[src/rtl/multi_cycle_ctrl_pkg.sv]
// rtl/multi_cycle_ctrl_pkg.sv - shared state, opcode and ALU-op definitions for the multi-cycle controller
package multi_cycle_ctrl_pkg;

  typedef enum logic [3:0] {
    S_FETCH    = 4'd0,
    S_DECODE   = 4'd1,
    S_MEM_ADDR = 4'd2,
    S_MEM_RD   = 4'd3,
    S_MEM_WB   = 4'd4,
    S_MEM_WR   = 4'd5,
    S_EXEC_R   = 4'd6,
    S_R_WB     = 4'd7,
    S_EXEC_I   = 4'd8,
    S_I_WB     = 4'd9,
    S_BRANCH   = 4'd10,
    S_JUMP     = 4'd11,
    S_JAL      = 4'd12,
    S_HALT     = 4'd13
  } ctrl_state_e;

  localparam logic [5:0] OP_RTYPE = 6'b000000;
  localparam logic [5:0] OP_LW    = 6'b100011;
  localparam logic [5:0] OP_SW    = 6'b101011;
  localparam logic [5:0] OP_BEQ   = 6'b000100;
  localparam logic [5:0] OP_J     = 6'b000010;
  localparam logic [5:0] OP_JAL   = 6'b000011;
  localparam logic [5:0] OP_ADDI  = 6'b001000;
  localparam logic [5:0] OP_ANDI  = 6'b001100;
  localparam logic [5:0] OP_ORI   = 6'b001101;
  localparam logic [5:0] OP_SLTI  = 6'b001010;
  localparam logic [5:0] OP_LUI   = 6'b001111;

  localparam logic [2:0] ALU_ADD  = 3'b000;
  localparam logic [2:0] ALU_SUB  = 3'b001;
  localparam logic [2:0] ALU_FUNC = 3'b010;
  localparam logic [2:0] ALU_OR   = 3'b011;
  localparam logic [2:0] ALU_AND  = 3'b100;
  localparam logic [2:0] ALU_SLT  = 3'b101;
  localparam logic [2:0] ALU_LUI  = 3'b110;

  // True for the immediate-ALU opcodes handled by EXEC_I.
  function automatic logic is_itype(input logic [5:0] op);
    return (op == OP_ADDI) || (op == OP_ANDI) || (op == OP_ORI) ||
           (op == OP_SLTI) || (op == OP_LUI);
  endfunction

  // ALU operation selected by an immediate-ALU opcode.
  function automatic logic [2:0] itype_alu_op(input logic [5:0] op);
    case (op)
      OP_ANDI: return ALU_AND;
      OP_ORI:  return ALU_OR;
      OP_SLTI: return ALU_SLT;
      OP_LUI:  return ALU_LUI;
      default: return ALU_ADD;
    endcase
  endfunction

  // Logical immediates and lui take a zero-extended immediate.
  function automatic logic itype_sign_ext(input logic [5:0] op);
    return !((op == OP_ANDI) || (op == OP_ORI) || (op == OP_LUI));
  endfunction

endpackage

[src/rtl/multi_cycle_ctrl_next_state.sv]
// rtl/multi_cycle_ctrl_next_state.sv - combinational next-state decode for the multi-cycle controller
module mc_next_state
  import multi_cycle_ctrl_pkg::*;
(
  input  ctrl_state_e state_i,
  input  logic [5:0]  opcode_i,
  input  logic        mem_ready_i,
  output ctrl_state_e state_d_o
);

  // Next-state selection; memory states hold until the access completes.
  always_comb begin
    state_d_o = state_i;
    case (state_i)
      S_FETCH:    state_d_o = mem_ready_i ? S_DECODE : S_FETCH;
      S_DECODE: begin
        if (opcode_i == OP_RTYPE)                          state_d_o = S_EXEC_R;
        else if ((opcode_i == OP_LW) || (opcode_i == OP_SW)) state_d_o = S_MEM_ADDR;
        else if (opcode_i == OP_BEQ)                       state_d_o = S_BRANCH;
        else if (opcode_i == OP_J)                         state_d_o = S_JUMP;
        else if (opcode_i == OP_JAL)                       state_d_o = S_JAL;
        else if (is_itype(opcode_i))                       state_d_o = S_EXEC_I;
        else                                               state_d_o = S_HALT;
      end
      S_MEM_ADDR: state_d_o = (opcode_i == OP_LW) ? S_MEM_RD : S_MEM_WR;
      S_MEM_RD:   state_d_o = mem_ready_i ? S_MEM_WB : S_MEM_RD;
      S_MEM_WB:   state_d_o = S_FETCH;
      S_MEM_WR:   state_d_o = mem_ready_i ? S_FETCH : S_MEM_WR;
      S_EXEC_R:   state_d_o = S_R_WB;
      S_R_WB:     state_d_o = S_FETCH;
      S_EXEC_I:   state_d_o = S_I_WB;
      S_I_WB:     state_d_o = S_FETCH;
      S_BRANCH:   state_d_o = S_FETCH;
      S_JUMP:     state_d_o = S_FETCH;
      S_JAL:      state_d_o = S_FETCH;
      S_HALT:     state_d_o = S_HALT;
      default:    state_d_o = S_FETCH;
    endcase
  end

endmodule

[src/rtl/multi_cycle_ctrl.sv]
// rtl/multi_cycle_ctrl.sv - multi-cycle datapath controller with Moore output decode
module multi_cycle_ctrl
  import multi_cycle_ctrl_pkg::*;
(
  input  logic       clk,
  input  logic       rst_n,
  input  logic [5:0] opcode,
  input  logic       zero,
  input  logic       mem_ready,
  output logic       pc_write,
  output logic       pc_write_cond,
  output logic       ir_write,
  output logic       i_or_d,
  output logic       mem_read,
  output logic       mem_write,
  output logic       reg_write,
  output logic       alu_src_a,
  output logic       imm_ext_mode,
  output logic [1:0] reg_dst,
  output logic [1:0] mem_to_reg,
  output logic [1:0] alu_src_b,
  output logic [1:0] pc_source,
  output logic [2:0] alu_op,
  output logic       instr_done,
  output logic       halted,
  output logic [3:0] state
);

  ctrl_state_e state_q;
  ctrl_state_e state_d;

  // Branch qualification by zero happens in the datapath, not here.
  logic unused_zero;
  assign unused_zero = zero;

  mc_next_state u_next_state (
    .state_i     (state_q),
    .opcode_i    (opcode),
    .mem_ready_i (mem_ready),
    .state_d_o   (state_d)
  );

  // State register; reset forces FETCH immediately, even mid-access.
  always_ff @(posedge clk or negedge rst_n) begin
    if (!rst_n) state_q <= S_FETCH;
    else        state_q <= state_d;
  end

  assign state = state_q;

  // Output decode from state; only FETCH commit and MEM_WR completion look at mem_ready.
  always_comb begin
    pc_write      = 1'b0;
    pc_write_cond = 1'b0;
    ir_write      = 1'b0;
    i_or_d        = 1'b0;
    mem_read      = 1'b0;
    mem_write     = 1'b0;
    reg_write     = 1'b0;
    alu_src_a     = 1'b0;
    imm_ext_mode  = 1'b0;
    reg_dst       = 2'd0;
    mem_to_reg    = 2'd0;
    alu_src_b     = 2'd0;
    pc_source     = 2'd0;
    alu_op        = ALU_ADD;
    instr_done    = 1'b0;
    halted        = 1'b0;
    case (state_q)
      S_FETCH: begin
        mem_read  = 1'b1;
        alu_src_b = 2'd1;
        // Commit only out of reset so the reset-time outputs stay quiet.
        pc_write  = mem_ready && rst_n;
        ir_write  = mem_ready && rst_n;
      end
      S_DECODE: begin
        alu_src_b = 2'd3;
      end
      S_MEM_ADDR: begin
        alu_src_a    = 1'b1;
        alu_src_b    = 2'd2;
        imm_ext_mode = 1'b1;
      end
      S_MEM_RD: begin
        i_or_d   = 1'b1;
        mem_read = 1'b1;
      end
      S_MEM_WB: begin
        mem_to_reg = 2'd1;
        reg_write  = 1'b1;
        instr_done = 1'b1;
      end
      S_MEM_WR: begin
        i_or_d     = 1'b1;
        mem_write  = 1'b1;
        instr_done = mem_ready;
      end
      S_EXEC_R: begin
        alu_src_a = 1'b1;
        alu_op    = ALU_FUNC;
      end
      S_R_WB: begin
        reg_dst    = 2'd1;
        reg_write  = 1'b1;
        instr_done = 1'b1;
      end
      S_EXEC_I: begin
        alu_src_a    = 1'b1;
        alu_src_b    = 2'd2;
        alu_op       = itype_alu_op(opcode);
        imm_ext_mode = itype_sign_ext(opcode);
      end
      S_I_WB: begin
        reg_write  = 1'b1;
        instr_done = 1'b1;
      end
      S_BRANCH: begin
        alu_src_a     = 1'b1;
        alu_op        = ALU_SUB;
        pc_write_cond = 1'b1;
        pc_source     = 2'd1;
        instr_done    = 1'b1;
      end
      S_JUMP: begin
        pc_write   = 1'b1;
        pc_source  = 2'd2;
        instr_done = 1'b1;
      end
      S_JAL: begin
        pc_write   = 1'b1;
        pc_source  = 2'd2;
        reg_dst    = 2'd2;
        mem_to_reg = 2'd2;
        reg_write  = 1'b1;
        instr_done = 1'b1;
      end
      S_HALT: begin
        halted = 1'b1;
      end
      default: begin
        halted = 1'b0;
      end
    endcase
  end

endmodule

[config.mk]
export PLATFORM = sky130hd
export DESIGN_NAME = multi_cycle_ctrl
export DESIGN_NICKNAME = d
export VERILOG_FILES = /design/src/rtl/multi_cycle_ctrl_pkg.sv /design/src/rtl/multi_cycle_ctrl_next_state.sv /design/src/rtl/multi_cycle_ctrl.sv
export SDC_FILE = /design/constraint.sdc
export NUM_CORES = 1
export LEC_CHECK = 0
export ABC_AREA = 1
export BUFFER_PORTS_ARGS = -buffer_cell sky130_fd_sc_hd__buf_2
export CAP_MARGIN = 10
export CORE_MARGIN = 2
export CORE_UTILIZATION = 50
export CTS_CLUSTER_SIZE = 30
export DETAILED_ROUTE_END_ITERATION = 7
export PLACE_DENSITY = 0.84
export SETUP_SLACK_MARGIN = 0.5
export SYNTH_ARGS = -nofsm -noshare
export SYNTH_HDL_FRONTEND = slang
export SYNTH_HIERARCHICAL = 1
export SYNTH_SLANG_ARGS = --single-unit
export TNS_END_PERCENT = 30
[constraint.sdc]
create_clock -name clk -period 3.02 [get_ports clk]
set_clock_uncertainty 0.05 [all_clocks]
set_input_delay 0.604 -clock clk [delete_from_list [all_inputs] [get_ports clk]]
set_output_delay 0.604 -clock clk [all_outputs]
set_load 0.1 [all_outputs]
==> results.md <==
- The via count of the first global-routing pass was 912.
- The worst setup path is launched from a flop.
- The end of the worst register-to-register path is state[0]$_DFF_PN0_.
- 0 antenna diodes ended up in the layout.
- The final-stage net count is 207.
- The fraction of layout cells with a size suffix above 1 is 0.364.
- The mean cell area of the mapped netlist is 5.18 sq um.
- The placer congestion estimate is 0.825.
- The flip-flop count of the largest register after layout is 4.
- The highest clock frequency the design can meet is 404 MHz.
- The number of remaining DRC errors is 0.
- The primary flip-flop cell chosen by synthesis mapping is sky130_fd_sc_hd__dfrtp_1.
- The final hold violation count came to 0.
- The die covers 2010 sq um.
- The setup slack on the worst flop-to-flop path is 1.70 ns.
- The critical path buffer and inverter count is 3.
- The count of nets left with antenna violations after detail routing is 0.
- Data arrives at the worst endpoint at 1.82 ns.
- The number of H-tree levels is 1.
- Counting I/O delays and the setup requirement, the final critical path takes 2.47 ns.
- In this run the post-CTS setup repair buffer count came out at 0.
- In this run the critical register-to-register path is launched from state[1]$_DFF_PN0_.
- The clock network latency to the later pin of the worst-skew pair is 0.24 ns.
- The number of antenna violations at the first check in global routing is 0.
- The synthesis warning total is 6.
- In this run, CTS created clock tree buffers numbering 3.
- TritonCTS built the clock tree.
- The first TritonRoute pass finished after 4 iterations.
- The global routing usage summed across all routing layers is 0.244.
- The core region is 1540 sq um.
- Entering global routing, the biggest net connects 15 pins.
- The post-synthesis net count is 171.
- The HPWL reported at the end of detailed placement is 1770 microns.
- The largest single stage delay on the critical path is 0.56 ns.
- The synthesized cell area is 835 sq um.
- Dividing the detail-routed via count by the number of cells gives 5.15.
- The final setup violation count is 0.
- The synthesized design contains 4 register bits.
- For this design, the slowest cell found on the critical path is sky130_fd_sc_hd__dfrtp_4.
- The clock transition at the registers of the reported paths is 0.04 ns.
- The top fanout value on the critical path is 14.
- Of the synthesized area, sequential elements account for 0.120.
- The via count of the routed design is 1086.
- The initial utilization of the core area, before any placement, comes to 0.541.
- The number of input and output port buffers inserted is 34.
- In the final routed layout, each cell accounts on average for 10.4 microns.
- The critical path goes through inv_1 -> nand2_4 -> nand2_1 -> nand2_1 -> nand2_1 -> inv_1 -> nand2_2 -> clkbuf_4.
- The number of enable-type register cells in the synthesized netlist is 0.
- In the synthesized netlist the async set-or-reset flop fraction comes to 1.00.
- The violation count after the first detailed-route iteration is 48.
- The initialized floorplan defines 14 standard-cell rows.
- The total congestion overflow is 0.
- The category of the most critical setup path is flop to output port.
- Adding up every negative setup slack in the final design gives 0 ns.
- The endpoint type of the worst setup path is an output port.
- The CTS root buffer is sky130_fd_sc_hd__clkbuf_4.
- The number of pins with negative max-slew slack in the final report came to 0.
- The die boundary width is 44.9 microns.
- The post-route worst setup slack is 0.546 ns.
- The worst setup timing slack at the placement stage is 0.699 ns.
- Of the available clock period, the critical path in the final layout requires 0.819.
- The flow ran to the end, and the final reports show no timing, DRC or antenna violations.
- The layout has 146 filler cells.
- The clock passes through at most 2 buffers.
- The min-delay analysis places its worst path in the category input port to asynchronous set/reset pin.
- After detailed routing, the total wire length is 2190 microns.
- Across the run, the number of max-cap violations was 0.
- The worst-margin pin slew is 0.487 ns.
- 36 I/O pins were placed.
- From synthesis to final layout, the design area changed by 33.7%.
- STA puts the critical path data required time at 2.37 ns.
- The wire length of the first global-routing pass is 3740 microns.
- The synthesized netlist contains 24 unique library cells.
- Setup repair after global routing could not meet its margin everywhere.
- The vertical die dimension is 44.9 microns.
- In this design, the largest share of critical-path delay is due to flip-flops.
- The synthesized netlist cell count is 161.
- The tightest slew margin relative to the limit is 0.677.
- The most frequent cell on the critical path is sky130_fd_sc_hd__nand2_1.
- The number of cells on the worst reg-to-reg path is 7.
- Counting every sink on the clock net gives 4.
## cell families (layout without fill, tap and decap cells)
| group | after synthesis | count (layout) | synth area share |
|---|---|---|---|
| AO/OA/AOI/OAI | 11 | 11 | 0.0750 |
| buffers and inverters | 37 | 71 | 0.184 |
| XOR/XNOR | 1 | 1 | 0.0105 |
| flip-flops | 4 | 4 | 0.120 |
| AND/OR/NAND/NOR | 108 | 108 | 0.610 |
## repair_timing
item | CTS | global route
hold buffers | 0 | 0
resized for setup | 1 | 3
endpoints found under the setup margin | 3 | 6
## cell usage after synthesis, types with 2 or more instances
library cell,count,share of area
sky130_fd_sc_hd__buf_4,2,0.018
sky130_fd_sc_hd__dfrtp_1,4,0.12
sky130_fd_sc_hd__nand2_4,3,0.040
sky130_fd_sc_hd__inv_1,29,0.13
sky130_fd_sc_hd__nand4_1,4,0.030
sky130_fd_sc_hd__inv_2,4,0.018
sky130_fd_sc_hd__nand2_1,42,0.19
sky130_fd_sc_hd__nor2_2,4,0.030
sky130_fd_sc_hd__o21ai_0,5,0.030
sky130_fd_sc_hd__nand3_1,16,0.096
sky130_fd_sc_hd__nand2_2,2,0.015
sky130_fd_sc_hd__nor2_4,3,0.040
sky130_fd_sc_hd__nor2_1,31,0.14
sky130_fd_sc_hd__a21oi_1,2,0.012
## per-stage QoR
stage | instance area, sq um | hold slack, ns | std cells | util
2_1_floorplan | 920 | 0.258 | 161 | -
3_3_place_gp | 1080 | 0.366 | 208 | 0.703
3_5_place_dp | 1080 | 0.373 | 208 | 0.703
4_1_cts | 1110 | 0.113 | 211 | 0.719
5_1_grt | 1120 | 0.120 | 211 | 0.724
6_report | 1120 | 0.122 | 211 | 0.724
## layout by cell type, fill, tap and decap left out, drive strengths merged
master	count
clkinv	1
nand3	17
nor3	2
o21ai	6
o211ai	1
o22ai	1
xor2	1
clkbuf	6
nor2	38
buf	31
a21oi	3
nand4	4
nand2	47
dfrtp	4
inv	33
## how the worst max path moves through the flow
stage	startpoint	to	slack (ns)	depth (start not counted)
finish	state[0]$_DFF_PN0_	instr_done	0.55	8
global route	state[0]$_DFF_PN0_	instr_done	0.47	8
CTS	state[0]$_DFF_PN0_	alu_op[1]	0.46	6
detailed placement	opcode[4]	alu_op[2]	0.70	7
global placement	opcode[4]	alu_op[2]	0.72	7
floorplan	state[2]$_DFF_PN0_	alu_src_a	0.06	3
## layer usage
layer / share of wire / global-route usage
met1: 0.42 / 0.319
met2: 0.50 / 0.414
met3: 0.068 / 0.0240
met4: 0.0064 / 0.0941
met5: 0 / 0
## final cells by class
type                       instances  area [sq um]  area share
clock buffer                       3          22.5      0.0202
inverter                          34           130       0.117
multi-input combinational        120           648       0.581
sequential                         4           115       0.103
tap                               16          20.0      0.0179
timing repair buffer              34           180       0.161
Power is left out: the tool's default activity adds up to more than one toggle a clock period on the data nets, which glitch-free logic cannot reach.
